`config.mk`:
```
export PLATFORM = sky130hd
export DESIGN_NAME = vending_machine_param
export DESIGN_NICKNAME = d
export VERILOG_FILES = /design/src/rtl/vending_machine_param.sv
export SDC_FILE = /design/constraint.sdc
export NUM_CORES = 1
export LEC_CHECK = 0
export BUFFER_PORTS_ARGS = -buffer_cell sky130_fd_sc_hd__buf_2
export CORE_ASPECT_RATIO = 0.75
export CORE_MARGIN = 2
export CORE_UTILIZATION = 50
export CTS_BUF_LIST = sky130_fd_sc_hd__clkbuf_4 sky130_fd_sc_hd__clkbuf_8
export DETAILED_ROUTE_END_ITERATION = 16
export MAX_ROUTING_LAYER = met4
export PLACE_DENSITY_LB_ADDON = 0.25
export SLEW_MARGIN = 20
export SYNTH_ARGS = -nofsm -noshare
export SYNTH_HDL_FRONTEND = slang
export SYNTH_SLANG_ARGS = --single-unit
```
`constraint.sdc`:
```
create_clock -name clk -period 7.05 [get_ports clk]
set_input_delay 0.3525 -clock clk [delete_from_list [all_inputs] [get_ports clk]]
set_output_delay 0.3525 -clock clk [all_outputs]
set_load 0.05 [all_outputs]
```
`src/rtl/vending_machine_param.sv`:
```
// Parametrised coin vending controller: edge-qualified coins, dispense with change, cancel/refund.
// Optional stock tracking with sold-out refunds is enabled by defining VEND_STOCK_EN.
module vending_machine_param #(
    parameter int PRICE      = 15,
    parameter int COIN_A     = 5,
    parameter int COIN_B     = 10,
    parameter int CW         = 6,
    parameter int STOCK_INIT = 4
) (
    input  logic          clk,
    input  logic          rst,
    input  logic [1:0]    x,
    output logic          dispense,
    output logic          change_valid,
    output logic [CW-1:0] change,
    output logic          refund,
    output logic [CW-1:0] credit,
    output logic          sold_out
);

    localparam logic [CW-1:0] COIN_A_V = CW'(COIN_A);
    localparam logic [CW-1:0] COIN_B_V = CW'(COIN_B);
    localparam logic [CW-1:0] PRICE_V  = CW'(PRICE);
    localparam logic [CW:0]   PRICE_W  = (CW+1)'(PRICE);

    // Reject configurations where a coin added to a sub-price credit could overflow CW bits.
    if (PRICE <= 0 || PRICE >= (1 << CW) - COIN_B || STOCK_INIT < 0) begin : g_bad_cfg
        $error("vending_machine_param: illegal PRICE/COIN_B/CW/STOCK_INIT combination");
    end

    typedef enum logic [1:0] {
        S_IDLE,
        S_COLLECT,
        S_VEND,
        S_RETURN
    } state_t;

    state_t        state_q, state_d;
    logic [CW-1:0] credit_q, credit_d;
    logic [CW-1:0] change_q, change_d;
    logic [1:0]    x_q;
    logic          dispense_q, dispense_d;
    logic          change_valid_q, change_valid_d;
    logic          refund_q, refund_d;

    logic          coin_ev;
    logic          cancel_ev;
    logic [CW-1:0] coin_val;
    logic [CW:0]   sum;
    logic          sold_out_w;

`ifdef VEND_STOCK_EN
    localparam int SW = (STOCK_INIT > 0) ? $clog2(STOCK_INIT + 1) : 1;

    logic [SW-1:0] stock_q, stock_d;

    assign sold_out_w = (stock_q == '0);

    always_comb begin
        stock_d = stock_q;
        if (state_q == S_VEND && stock_q != '0) begin
            stock_d = stock_q - 1'b1;
        end
    end

    always_ff @(posedge clk or negedge rst) begin
        if (!rst) begin
            stock_q <= SW'(STOCK_INIT);
        end else begin
            stock_q <= stock_d;
        end
    end
`else
    assign sold_out_w = 1'b0;
`endif

    // A code counts only on the cycle it differs from the previously sampled code.
    always_comb begin
        coin_ev   = (x == 2'b01 || x == 2'b10) && (x_q != x);
        cancel_ev = (x == 2'b11) && (x_q != 2'b11);
        coin_val  = (x == 2'b10) ? COIN_B_V : COIN_A_V;
        sum       = {1'b0, credit_q} + {1'b0, coin_val};
    end

    always_comb begin
        state_d        = state_q;
        credit_d       = credit_q;
        dispense_d     = 1'b0;
        change_valid_d = 1'b0;
        change_d       = '0;
        refund_d       = 1'b0;

        case (state_q)
            S_IDLE, S_COLLECT: begin
                if (coin_ev && sold_out_w) begin
                    state_d        = S_RETURN;
                    credit_d       = '0;
                    refund_d       = 1'b1;
                    change_valid_d = 1'b1;
                    change_d       = coin_val;
                end else if (coin_ev) begin
                    credit_d = sum[CW-1:0];
                    if (sum >= PRICE_W) begin
                        state_d        = S_VEND;
                        dispense_d     = 1'b1;
                        change_valid_d = 1'b1;
                        change_d       = sum[CW-1:0] - PRICE_V;
                    end else begin
                        state_d = S_COLLECT;
                    end
                end else if (cancel_ev && state_q == S_COLLECT) begin
                    state_d        = S_RETURN;
                    refund_d       = 1'b1;
                    change_valid_d = 1'b1;
                    change_d       = credit_q;
                end
            end
            S_VEND, S_RETURN: begin
                state_d  = S_IDLE;
                credit_d = '0;
            end
            default: begin
                state_d  = S_IDLE;
                credit_d = '0;
            end
        endcase
    end

    always_ff @(posedge clk or negedge rst) begin
        if (!rst) begin
            state_q        <= S_IDLE;
            credit_q       <= '0;
            x_q            <= 2'b00;
            dispense_q     <= 1'b0;
            change_valid_q <= 1'b0;
            change_q       <= '0;
            refund_q       <= 1'b0;
        end else begin
            state_q        <= state_d;
            credit_q       <= credit_d;
            x_q            <= x;
            dispense_q     <= dispense_d;
            change_valid_q <= change_valid_d;
            change_q       <= change_d;
            refund_q       <= refund_d;
        end
    end

    assign dispense     = dispense_q;
    assign change_valid = change_valid_q;
    assign change       = change_q;
    assign refund       = refund_q;
    assign credit       = credit_q;
    assign sold_out     = sold_out_w;

endmodule

```
==> flow_metrics.py, run 1 <==
metrics = {
    "setup_path": {
        "cp_slowest_cell": "ha_1",
        "endpoint_kind": "flip-flop",
        "path_cells": "buf_2 -> inv_1 -> ha_1 -> inv_1 -> ha_1 -> ha_1 -> a211oi_2 -> a211oi_1 -> or2_2 -> a211oi_2 -> a21o_4 -> inv_2 -> a311o_1",
        "critPathKind": "primary input to flip-flop",
        "cp.required_ps": 7240,
        "reg2reg_slack_ps": 4360,
        "critPathBufInv": 4,
        "arrival_ps": 3120,
        "cp_max_fo": 12,
        "rr_worst_depth": 8,
        "cpLargestDelayFamily": "compound AO/OA/AOI/OAI gates",
        "cp-start-kind": "primary input",
        "crit_path_frequent_cell": "ha_1",
        "timing.rr.end": "change[3]$_DFF_PN0_",
        "slowest_delay_ps": 370,
        "r2r_start": "credit[1]$_DFFE_PN0P_",
    },
    "clock_tree": {
        "clk_pin_slew_ps": 100,
        "cts_setup_buffers": 0,
        "cts.path.max_buffers": 2,
        "cts_hold_buf": 1,
        "clk_latency_ps": 300,
        "root_buffer": "clkbuf_4",
        "cts_tree": "done",
        "cts_sinks": 19,
        "cts.repair.resized": 0,
        "numCtsBuffers": 3,
        "cts-htree-levels": 1,
    },
    "synth": {
        "async_flop_share": 1.00,
        "synth_edf_count": 0,
        "synth_fp_nets": 155,
        "synth_seq_cells": 19,
        "synthCells": 143,
        "yosysSeqAreaShare": 0.352,
        "syn_avg_cell_area_um2": 9.46,
        "syn_area_mm2": 0.00135,
        "synth_warnings": 0,
        "ys_dominant_reg_cell": "dfrtp_1",
        "synth.distinct_cells": 51,
    },
    "place": {
        "place.gp.congestion": 0.875,
        "port-buffer-count": 18,
        "post_dp_cell_area_mm2": 0.00143,
        "hpwl_um": 2140,
    },
    "hold_path": {
        "hold_path_class": "primary input to flip-flop",
        "min_to": "x_q[0]$_DFF_PN0_",
        "hp-start": "x[0]",
        "holdPathStages": 1,
    },
    "final_layout": {
        "n_antenna_cell": 0,
        "fin_util": 0.571,
        "fin_nets": 171,
        "area_delta_synth_final_pct": 8.97,
        "drive_gt1_frac": 0.222,
        "fillers": 222,
        "design_area_mm2": 0.00147,
    },
    "global_routing": {
        "grt_pass1_wl_um": 5140,
        "grtUsageTotal": 0.213,
        "grt_max_degree": 20,
        "first_global_vias": 1085,
        "busiest_layer": "met2",
        "met3_usage": 0.0485,
        "met1_usage": 0.279,
        "grt-ovfl-total": 0,
        "antenna_found_initial": 0,
        "grt_use_met2": 0.344,
    },
    "sta": {
        "final-hold-violation-count": 0,
        "fin_crit_sh": 0.416,
        "tightest_slew_ps": 974,
        "slew_violations": 0,
        "post-route-min-period_ps": 2930,
        "max_freq_mhz": 341,
        "finalSetupViolCount": 0,
        "slew_headroom": 0.347,
        "grt_setup_unrepaired": "no",
        "fin_tns_setup_ps": 0,
        "skew_ps": 2.99,
    },
    "die": {
        "core.rowCount": 16,
        "dieArea_mm2": 0.00314,
        "die_w_um": 64.1,
        "die_h_um": 49.0,
        "start_util": 0.524,
        "core_area_mm2": 0.00258,
        "ios": 20,
    },
    "power": {
        "power_density_mw_per_mm2": 456,
        "cellLeakagePower_nw": 0.672,
        "peakVddDrop_v": 0.000203,
    },
    "drt": {
        "via_per_inst": 5.77,
        "drc_errors": 0,
        "routedWlPerCell_um": 15.1,
        "routed_wl_um": 2930,
        "vias": 1120,
        "ant_nets": 0,
        "drt_iter0_markers": 61,
        "first_pass_iters": 4,
    },
    "outcome": {
        "status": "completed",
    },
    "flow_run": {
        "maxCapViolations": 0,
    },
}
per-stage QoR:
stage	hold slack, ps	total power, mW	std cells	setup slack (ps)
floorplan	56.9	0.528	143	4320
global placement	296	0.600	189	3920
detailed placement	306	0.611	189	3830
CTS	205	0.674	194	4140
global route	202	0.721	194	3900
finish	208	0.673	194	4120
cell usage after synthesis, types with 3 or more instances:
cell type | instances | area, um^2
a211oi_1 | 3 | 22.5
nor3_1 | 3 | 15.0
dfrtp_1 | 19 | 475
o21ai_0 | 4 | 20.0
nand2b_1 | 4 | 25.0
and2_1 | 4 | 25.0
o211ai_1 | 5 | 37.5
a21oi_1 | 8 | 40.0
ha_1 | 8 | 100
xnor2_1 | 8 | 70.1
nand3_1 | 3 | 15.0
nor2_1 | 10 | 37.5
nand2_1 | 16 | 60.1
cells by family (layout without fill, tap and decap cells):
family | count (synthesis) | after routing | synth area share
buffers and inverters | 11 | 26 | 0.0481
flip-flops | 19 | 19 | 0.352
AO/OA/AOI/OAI | 39 | 39 | 0.238
other | 1 | 1 | 0.00277
AND/OR/NAND/NOR | 55 | 55 | 0.221
XOR/XNOR | 10 | 10 | 0.0648
adder cells (fa/ha/maj) | 8 | 8 | 0.0740
final cells by class:
| cell class | instances | area [um^2] | area share |
|---|---|---|---|
| well taps | 36 | 45.0 | 0.0306 |
| inverters | 3 | 11.3 | 0.00764 |
| flip-flops and latches | 19 | 475 | 0.323 |
| clock buffers | 4 | 30.0 | 0.0204 |
| repair buffers | 19 | 100 | 0.0679 |
| multi-input cells | 113 | 812 | 0.551 |
metal layers:
metal  routed length, um  up-vias  part of all wire
met5                   0        -                 0
met4                   9        0            0.0031
met3                 159        4             0.054
met2                1430       46              0.49
met1                1330      532              0.45
li1                    -      538                 -
worst max-delay path by stage:
stage / depth (start not counted) / from / end
after global routing: 12 / x[0] / change[3]$_DFF_PN0_
after global placement: 13 / x[0] / change[3]$_DFF_PN0_
after detailed placement: 13 / x[0] / change[3]$_DFF_PN0_
final: 13 / x[0] / change[3]$_DFF_PN0_
after CTS: 13 / x[0] / change[3]$_DFF_PN0_
after floorplan: 13 / x[0] / change[3]$_DFF_PN0_
sequential cells by signal (all words and copies together), names as in the netlist:
signal        flops
refund            1
state_q           2
dispense          1
change            6
x_q               2
change_valid      1
credit            6
power breakdown:
part / total (mW) / internal [mW] / leakage [nW] / switching (mW)
Combinational: 0.423 / 0.146 / 0.406 / 0.277
Sequential: 0.191 / 0.144 / 0.248 / 0.0468
Clock: 0.0584 / 0.0259 / 0.0184 / 0.0324
Total: 0.673 / 0.317 / 0.672 / 0.356
cell usage in the layout, fill, tap and decap left out, types with 4 or more instances in the layout:
cell type	netlist	routed
clkbuf_4	0	4
dfrtp_1	19	19
nand2_1	16	16
and2_1	4	4
ha_1	8	8
o21ai_0	4	4
nor2_1	10	10
xnor2_1	8	8
o211ai_1	5	5
buf_2	1	18
nand2b_1	4	4
a21oi_1	8	8
worst reg2reg max path, delay by kind of cell, from the launching register on:
family	cells	cell delay (ps)
compound gates	3	700
xor+xnor	3	880
flops	1	590
simple gates	1	240
fa+ha+maj	1	230
Power figures use the tool's default switching activity.
==> inputs of run 2 (changes only) <==
clock period = 2.6 ns   (was 7.05 ns; I/O delays follow)
==> run 2 against run 1 <==
Effect of this change: cell area up 9.8%; largest power group unchanged; sequential cell count did not move; sequential power increased to 2.6 times the previous value; first-iteration DRC count fell by 21%.
==> flow_metrics.py, run 2 (synthesized netlist as in run 1, its figures left out) <==
metrics = {
    "place": {
        "hpwl_um": 2330,
        "port-buffer-count": 18,
        "dp_cells": 202,
        "post_dp_cell_area_mm2": 0.00154,
        "place.gp.congestion": 0.917,
    },
    "setup_path": {
        "arrival_ps": 2660,
        "critPathKind": "flip-flop to flip-flop",
        "cp.required_ps": 2800,
        "endpoint_kind": "flip-flop",
        "cpLargestDelayFamily": "compound AO/OA/AOI/OAI gates",
        "path_cells": "ha_1 -> ha_1 -> a211oi_2 -> a211oi_1 -> or2_2 -> a211oi_2 -> a21o_4 -> inv_2 -> a311o_1",
        "critPathBufInv": 1,
        "cp_slowest_cell": "dfrtp_2",
        "slowest_delay_ps": 450,
        "cp-start-kind": "flip-flop",
        "cp_max_fo": 4,
    },
    "sta": {
        "holdWs_ps": 60.0,
        "final-hold-violation-count": 0,
        "tightest_slew_ps": 965,
        "max_freq_mhz": 407,
        "skew_ps": 8.10,
        "grt_setup_unrepaired": "no",
        "slew_headroom": 0.353,
        "fin_crit_sh": 0.946,
        "finalSetupViolCount": 0,
        "post-route-min-period_ps": 2460,
        "slew_violations": 0,
    },
    "drt": {
        "routed_wl_um": 3050,
        "via_per_inst": 5.61,
        "routedWlPerCell_um": 14.5,
        "drc_errors": 0,
        "first_pass_iters": 4,
        "drt_iter0_markers": 48,
        "ant_nets": 0,
        "vias": 1184,
    },
    "final_layout": {
        "design_area_mm2": 0.00162,
        "drive_gt1_frac": 0.320,
        "fin_util": 0.626,
        "most-common-layout-cells": "buf_2 (18), buf_4 (17), nand2_1 (16), dfrtp_1 (16), nor2_1 (10)",
        "n_antenna_cell": 0,
        "final_cell_count_no_fill": 211,
        "fin_nets": 188,
        "area_delta_synth_final_pct": 19.6,
        "final_common_cell": "buf_2",
    },
    "die": {
        "dieArea_mm2": 0.00314,
        "core.rowCount": 16,
        "ios": 20,
        "core_area_mm2": 0.00258,
        "die_w_um": 64.1,
        "die_h_um": 49.0,
        "start_util": 0.524,
    },
    "power": {
        "peakVddDrop_v": 0.000691,
        "p_total_mw": 1.97,
        "power_density_mw_per_mm2": 1220,
        "cellLeakagePower_nw": 0.750,
    },
    "clock_tree": {
        "cts_sinks": 19,
        "clk_latency_ps": 300,
        "cts_tree": "done",
        "root_buffer": "clkbuf_4",
        "cts-htree-levels": 1,
        "clk_pin_slew_ps": 110,
        "cts.path.max_buffers": 2,
        "numCtsBuffers": 3,
    },
    "hold_path": {
        "hold_path_class": "primary input to flip-flop",
    },
    "global_routing": {
        "grtUsageTotal": 0.222,
        "grt-ovfl-total": 0,
        "met3_usage": 0.0485,
        "grt_max_degree": 20,
        "met1_usage": 0.270,
        "grt_use_met2": 0.366,
        "antenna_found_initial": 0,
        "first_global_vias": 1151,
        "grt_pass1_wl_um": 5200,
        "busiest_layer": "met2",
    },
    "flow_run": {
        "maxCapViolations": 0,
    },
    "outcome": {
        "status": "completed",
    },
}
==> run 2: cell count changes in the layout (fill, tap and decap cells not counted), sizes merged <==
cell	previous run	this run
buf	18	35
==> run 2: final timing paths <==
check | end | from | cells past startpoint | slack (ps)
worst max-delay path | change[3]$_DFF_PN0_ | credit[0]$_DFFE_PN0P_ | 9 | 140
worst min-delay path | x_q[0]$_DFF_PN0_ | x[0] | 2 | 60
worst max register to register | change[3]$_DFF_PN0_ | credit[0]$_DFFE_PN0P_ | 9 | 140
worst min register to register | state_q[0]$_DFFE_PN0P_ | state_q[0]$_DFFE_PN0P_ | 2 | 550
max in group asynchronous | credit[1]$_DFFE_PN0P_ | rst | 2 | 2000
min in group asynchronous | credit[5]$_DFFE_PN0P_ | rst | 2 | 280
==> run 2: area by class of cell <==
class	instances	area, um^2
flip-flops and latches	19	479
repair buffers	36	228
multi-input cells	113	825
clock buffers	4	30.0
inverters	3	11.3
fillers	210	965
well taps	36	45.0
==> run 2: repair_timing <==
item | CTS | global route
setup buffers | 0 | 4
endpoints found under the setup margin | 0 | 1
endpoints found under the hold margin | 19 | 0
hold buffers | 1 | 0
gates resized for setup | 0 | 2
==> run 2: metrics by stage <==
stage / setup TNS [ps] / setup WS (ps)
2_1_floorplan: 0 / 74.6
3_3_place_gp: -13.3 / -13.3
3_5_place_dp: -24.4 / -24.4
4_1_cts: 0 / 51.0
5_1_grt: 0 / 21.1
6_report: 0 / 141
==> run 2: layer usage <==
layer	vias up	routed length [um]
li1	576	-
met1	553	1290
met2	49	1500
met3	6	219
met4	0	42
met5	-	0
==> run 2: power breakdown <==
part | leakage, nW | total, mW | internal (mW) | switching (mW)
combinational | 0.487 | 1.32 | 0.512 | 0.805
clock | 0.0184 | 0.160 | 0.0703 | 0.0894
sequential | 0.244 | 0.495 | 0.396 | 0.0991
